===== config.mk =====
export PLATFORM = sky130hd
export DESIGN_NAME = uart_rx
export DESIGN_NICKNAME = d
export VERILOG_FILES = /design/src/rtl/uart_rx.sv
export SDC_FILE = /design/constraint.sdc
export NUM_CORES = 1
export LEC_CHECK = 0
export ABC_AREA = 0
export CAP_MARGIN = 40
export CELL_PAD_IN_SITES_DETAIL_PLACEMENT = 0
export CELL_PAD_IN_SITES_GLOBAL_PLACEMENT = 1
export CORE_MARGIN = 2
export CORE_UTILIZATION = 45
export CTS_CLUSTER_SIZE = 8
export DETAILED_ROUTE_END_ITERATION = 8
export MAX_ROUTING_LAYER = met4
export PLACE_DENSITY = 0.75
export SLEW_MARGIN = 20
export SYNTH_ARGS = -nofsm -noshare
export SYNTH_HDL_FRONTEND = slang
export SYNTH_SLANG_ARGS = --single-unit

===== constraint.sdc =====
create_clock -name clk -period 2.2 [get_ports clk]
set_input_delay 0.55 -clock clk [delete_from_list [all_inputs] [get_ports clk]]
set_output_delay 0.55 -clock clk [all_outputs]
set_load 0.03 [all_outputs]

===== src/rtl/uart_rx.sv =====
// 8N1 UART receiver with idle-timeout end-of-transfer detection.
// Define UART_RX_PARITY_EN to receive 8E1 frames with an even-parity check.
module uart_rx #(
    parameter int CLKS_PER_BIT = 434,
    parameter int IDLE_BITS    = 20
) (
    input  logic       clk,
    input  logic       rst,
    input  logic       rx,
    output logic [7:0] byte_out,
    output logic       valid_out,
    output logic       data_end,
    output logic       frame_err,
    output logic       parity_err
);

    localparam int HALF_BIT = CLKS_PER_BIT / 2;
    localparam int BAUD_W   = $clog2(CLKS_PER_BIT);
    localparam int IDLE_MAX = IDLE_BITS * CLKS_PER_BIT;
    localparam int IDLE_W   = $clog2(IDLE_MAX + 1);

    localparam logic [BAUD_W-1:0] HALF_LAST = BAUD_W'(HALF_BIT - 1);
    localparam logic [BAUD_W-1:0] BIT_LAST  = BAUD_W'(CLKS_PER_BIT - 1);
    localparam logic [IDLE_W-1:0] IDLE_LAST = IDLE_W'(IDLE_MAX - 1);

    typedef enum logic [2:0] {
        IDLE   = 3'd0,
        START  = 3'd1,
        DATA   = 3'd2,
        PARITY = 3'd3,
        STOP   = 3'd4
    } state_t;

    state_t              state_r;
    state_t              state_next_s;
    logic                rx_meta_r;
    logic                rx_sync_r;
    logic                rx_prev_r;
    logic [BAUD_W-1:0]   baud_cnt_r;
    logic [2:0]          bit_cnt_r;
    logic [7:0]          shift_r;
    logic [IDLE_W-1:0]   idle_cnt_r;
    logic                armed_r;
    logic                baud_clr_s;
    logic                shift_en_s;
    logic                stop_en_s;
    logic                good_s;
`ifdef UART_RX_PARITY_EN
    logic                par_en_s;
    logic                parity_bad_r;
    logic                parity_err_r;
`endif

    // State register.
    always_ff @(posedge clk) begin
        if (rst) begin
            state_r <= IDLE;
        end else begin
            state_r <= state_next_s;
        end
    end

    // Next-state logic and per-cycle sampling strobes.
    always_comb begin
        state_next_s = state_r;
        baud_clr_s   = 1'b0;
        shift_en_s   = 1'b0;
        stop_en_s    = 1'b0;
`ifdef UART_RX_PARITY_EN
        par_en_s     = 1'b0;
`endif
        case (state_r)
            IDLE: begin
                baud_clr_s = 1'b1;
                if (rx_prev_r && !rx_sync_r) begin
                    state_next_s = START;
                end else begin
                    state_next_s = IDLE;
                end
            end
            START: begin
                if (baud_cnt_r == HALF_LAST) begin
                    baud_clr_s   = 1'b1;
                    state_next_s = rx_sync_r ? IDLE : DATA;
                end else begin
                    state_next_s = START;
                end
            end
            DATA: begin
                if (baud_cnt_r == BIT_LAST) begin
                    baud_clr_s = 1'b1;
                    shift_en_s = 1'b1;
                    if (bit_cnt_r == 3'd7) begin
`ifdef UART_RX_PARITY_EN
                        state_next_s = PARITY;
`else
                        state_next_s = STOP;
`endif
                    end else begin
                        state_next_s = DATA;
                    end
                end else begin
                    state_next_s = DATA;
                end
            end
`ifdef UART_RX_PARITY_EN
            PARITY: begin
                if (baud_cnt_r == BIT_LAST) begin
                    baud_clr_s   = 1'b1;
                    par_en_s     = 1'b1;
                    state_next_s = STOP;
                end else begin
                    state_next_s = PARITY;
                end
            end
`endif
            STOP: begin
                // Leave at mid-stop so a start bit right after the stop bit is caught.
                if (baud_cnt_r == BIT_LAST) begin
                    baud_clr_s   = 1'b1;
                    stop_en_s    = 1'b1;
                    state_next_s = IDLE;
                end else begin
                    state_next_s = STOP;
                end
            end
            default: begin
                baud_clr_s   = 1'b1;
                state_next_s = IDLE;
            end
        endcase
    end

`ifdef UART_RX_PARITY_EN
    assign good_s     = stop_en_s && rx_sync_r && !parity_bad_r;
    assign parity_err = parity_err_r;
`else
    assign good_s     = stop_en_s && rx_sync_r;
    assign parity_err = 1'b0;
`endif

    // Synchronizer, bit timing, shift register and frame result pulses.
    always_ff @(posedge clk) begin
        if (rst) begin
            rx_meta_r  <= 1'b1;
            rx_sync_r  <= 1'b1;
            rx_prev_r  <= 1'b1;
            baud_cnt_r <= '0;
            bit_cnt_r  <= 3'd0;
            shift_r    <= 8'h00;
            byte_out   <= 8'h00;
            valid_out  <= 1'b0;
            frame_err  <= 1'b0;
        end else begin
            rx_meta_r  <= rx;
            rx_sync_r  <= rx_meta_r;
            rx_prev_r  <= rx_sync_r;
            baud_cnt_r <= baud_clr_s ? '0 : baud_cnt_r + BAUD_W'(1);
            if (state_r == IDLE) begin
                bit_cnt_r <= 3'd0;
            end else if (shift_en_s) begin
                bit_cnt_r <= bit_cnt_r + 3'd1;
            end
            if (shift_en_s) begin
                shift_r <= {rx_sync_r, shift_r[7:1]};
            end
            valid_out <= good_s;
            frame_err <= stop_en_s && !rx_sync_r;
            if (good_s) begin
                byte_out <= shift_r;
            end
        end
    end

`ifdef UART_RX_PARITY_EN
    // Even-parity check; a bad stop bit overrides the parity error.
    always_ff @(posedge clk) begin
        if (rst) begin
            parity_bad_r <= 1'b0;
            parity_err_r <= 1'b0;
        end else begin
            if (par_en_s) begin
                parity_bad_r <= rx_sync_r ^ (^shift_r);
            end else if (state_r == IDLE) begin
                parity_bad_r <= 1'b0;
            end
            parity_err_r <= stop_en_s && rx_sync_r && parity_bad_r;
        end
    end
`endif

    // Idle timeout: armed by a good byte, fires data_end once after a quiet line.
    always_ff @(posedge clk) begin
        if (rst) begin
            idle_cnt_r <= '0;
            armed_r    <= 1'b0;
            data_end   <= 1'b0;
        end else begin
            data_end <= 1'b0;
            if (good_s) begin
                armed_r    <= 1'b1;
                idle_cnt_r <= '0;
            end else if (!rx_sync_r) begin
                idle_cnt_r <= '0;
            end else if (armed_r && (state_r == IDLE)) begin
                if (idle_cnt_r == IDLE_LAST) begin
                    data_end   <= 1'b1;
                    armed_r    <= 1'b0;
                    idle_cnt_r <= '0;
                end else begin
                    idle_cnt_r <= idle_cnt_r + IDLE_W'(1);
                end
            end
        end
    end

endmodule


==> flow_summary.yaml <==
outcome:
  status: "finished clean"
final_layout:
  nNetsFinal: 263
  drive_gt1_share_pct: 8.63
  antennaDiodeCount: 0
  stdcell_area_um2: 2550
  syn2layout_area_growth_pct: 14.7
  fill_cells: 469
worst_setup_path:
  cp_data_arrival_time_ns: 2.15
  path_class: "flip-flop to flip-flop"
  end_kind: "flip-flop"
  critPathLaunchType: "flip-flop"
  crit_required_ns: 2.44
  crit_fanout: 10
global_route:
  grt_use_total_pct: 16.8
  grt_first_pass_wirelength_um: 6880
  antenna_found_initial: 0
  grt_pass1_vias: 1521
  grt_overflow: 0
  grt_max_degree: 18
synthesis:
  synth_cell_types: 39
  netlist_area_um2: 2220
  async_flop_share_pct: 0
  synth_area_per_cell_um2: 9.35
  yosysMostFrequentCell: "dfxtp_1"
  synth_edf_count: 0
  netlist.area_leader.share_pct: 46.8
  seq_area_frac_synth_pct: 46.8
  netlist_top_cells_area: "dfxtp_1, mux2i_1, nor2_1"
  synth_common_cells: "dfxtp_1, nor2_1, mux2i_1"
  syn_nets: 247
  syn_inst: 238
  ys_seq_elements: 52
  ys_warn_count: 0
  synth_top_area_cell: "dfxtp_1"
  ys.flop_type: "dfxtp_1"
clock_network:
  cts_made_buffers: 5
  ctsHoldBuffers: 0
  clock_latency_ns: 0.30
  h-tree-depth: 2
  cts_sinks: 52
  clk_path_buf_depth: 2
  postCtsSetupBuffers: 0
  path_clk_slew_ns: 0.10
  cts_tree: "yes"
  root_buffer: "clkbuf_8"
  cts_resized: 0
worst_hold_path:
  hold_path.class: "flip-flop to flip-flop"
sta:
  setup_viol: 0
  fin_crit_sh_pct: 86.9
  finalHoldViolCount: 0
  worst_pin_slew_ns: 0.571
  max_slew_margin_pct: 61.8
  min_period_ns: 1.91
  drv_slew: 0
  rsz0062_at_grt: "false"
  fmax_mhz: 523
  tns_ns: 0
  finalClockSkew_ns: 0.00484
die:
  fp.dieW_um: 74.3
  pin_count: 15
  core-area_um2: 4750
  die_y_um: 74.3
  start_util_pct: 46.8
  dieArea_um2: 5520
  row_count: 25
place:
  portBuffers: 13
  place_hpwl_um: 2870
  placed_area_um2: 2440
  gp_congestion: 0.830
route:
  final_antenna_net_count: 0
  vias: 1638
  wl_per_cell_um: 12.3
  dr.pass1.iters: 4
  viasPerCell: 5.09
  drc_errors: 0
  routed_wl_um: 3970
  drtIter0Drc: 80
power:
  power_density_nw_per_um2: 651
  irDropWorstVdd_mv: 0.449
  power.leakage_nw: 1.00
run:
  cap_viol_max_count: 0
==> logic make-up after synthesis <==
| family | share of synthesized area (%) |
|---|---|
| buf+inv | 3.99 |
| flops | 46.8 |
| mux | 8.10 |
| fa+ha+maj | 3.37 |
| other cells | 0.169 |
| xor+xnor | 7.48 |
| simple gates | 25.9 |
| compound gates | 4.16 |
==> power by group <==
group	switching [mW]	total [mW]	internal, mW
Combinational	0.0265	0.0436	0.0171
Clock	0.324	0.667	0.343
Sequential	0.00499	0.949	0.944
==> state kept, by name, indices dropped and copies added (netlist names) <==
name and cells:
shift_r 8, byte_out 8, state_r 3, rx_prev_r 1, rx_sync_r 1, armed_r 1, frame_err 1, data_end 1
rx_meta_r 1, idle_cnt_r 14, bit_cnt_r 3, baud_cnt_r 9, valid_out 1
==> cells in the final DEF (no fill, tap or decap), types with 2 or more instances in the layout <==
cell type and instances:
nor2_1 42, nand2_1 7, xnor2_1 12, or4_1 2, nor3_1 9, clkbuf_8 5
or3_4 2, xor2_1 7, nor4b_1 2, nor4_1 5, a21oi_1 3, nand3_1 13
and2_1 3, clkdlybuf4s50_1 13, ha_1 6, buf_4 8, or2_2 4, and3_1 2
nor3b_1 3, inv_1 7, dfxtp_1 52, o31ai_1 3, a2bb2oi_1 2, nand4_1 8
mux2i_1 18, and4b_1 2
==> per-layer routing <==
metal	vias to the layer above	GRT usage [%]	routed length (um)
met4	0	5.95	40
met3	5	4.20	130
met1	754	21.4	1940
met5	-	-	0
met2	23	26.1	1860
li1	856	-	-
==> worst max-delay path, cell delays in order (launching register included) <==
cell and delay, ns:
dfxtp_1 0.39, or3_4 0.44, or3_4 0.41, or4_1 0.47, a21oi_1 0.14
==> final timing paths <==
path               from              to  slack (ns)  cells after the start
max          state_r[1]  idle_cnt_r[13]        0.29                      4
max reg2reg  state_r[1]  idle_cnt_r[13]        0.29                      4
min reg2reg   rx_meta_r       rx_sync_r        0.42                      1
min           rx_meta_r       rx_sync_r        0.42                      1
==> stage by stage <==
stage / util (%) / power (mW) / instances / setup WS (ns) / hold WS (ns)
after global placement: 51.2 / 1.02 / 314 / 0.333 / 0.394
after detailed placement: 51.2 / 1.02 / 314 / 0.307 / 0.402
after global routing: 53.7 / 1.73 / 322 / 0.228 / 0.438
after CTS: 53.7 / 1.69 / 322 / 0.285 / 0.429
final: 53.7 / 1.66 / 322 / 0.289 / 0.420
after floorplan: - / 1.00 / 238 / 0.337 / 0.389
==> cell type report <==
cell class              count  area, um2  share of cell area (%)
clock buffers               5       68.8                    2.70
multi-input cells         167       1090                    42.9
clock inverters             3       46.3                    1.81
inverters                   7       26.3                    1.03
repair buffers             21        190                    7.45
well taps                  67       83.8                    3.29
flip-flops and latches     52       1040                    40.8
No activity file was read; power rests on OpenSTA's default activity.
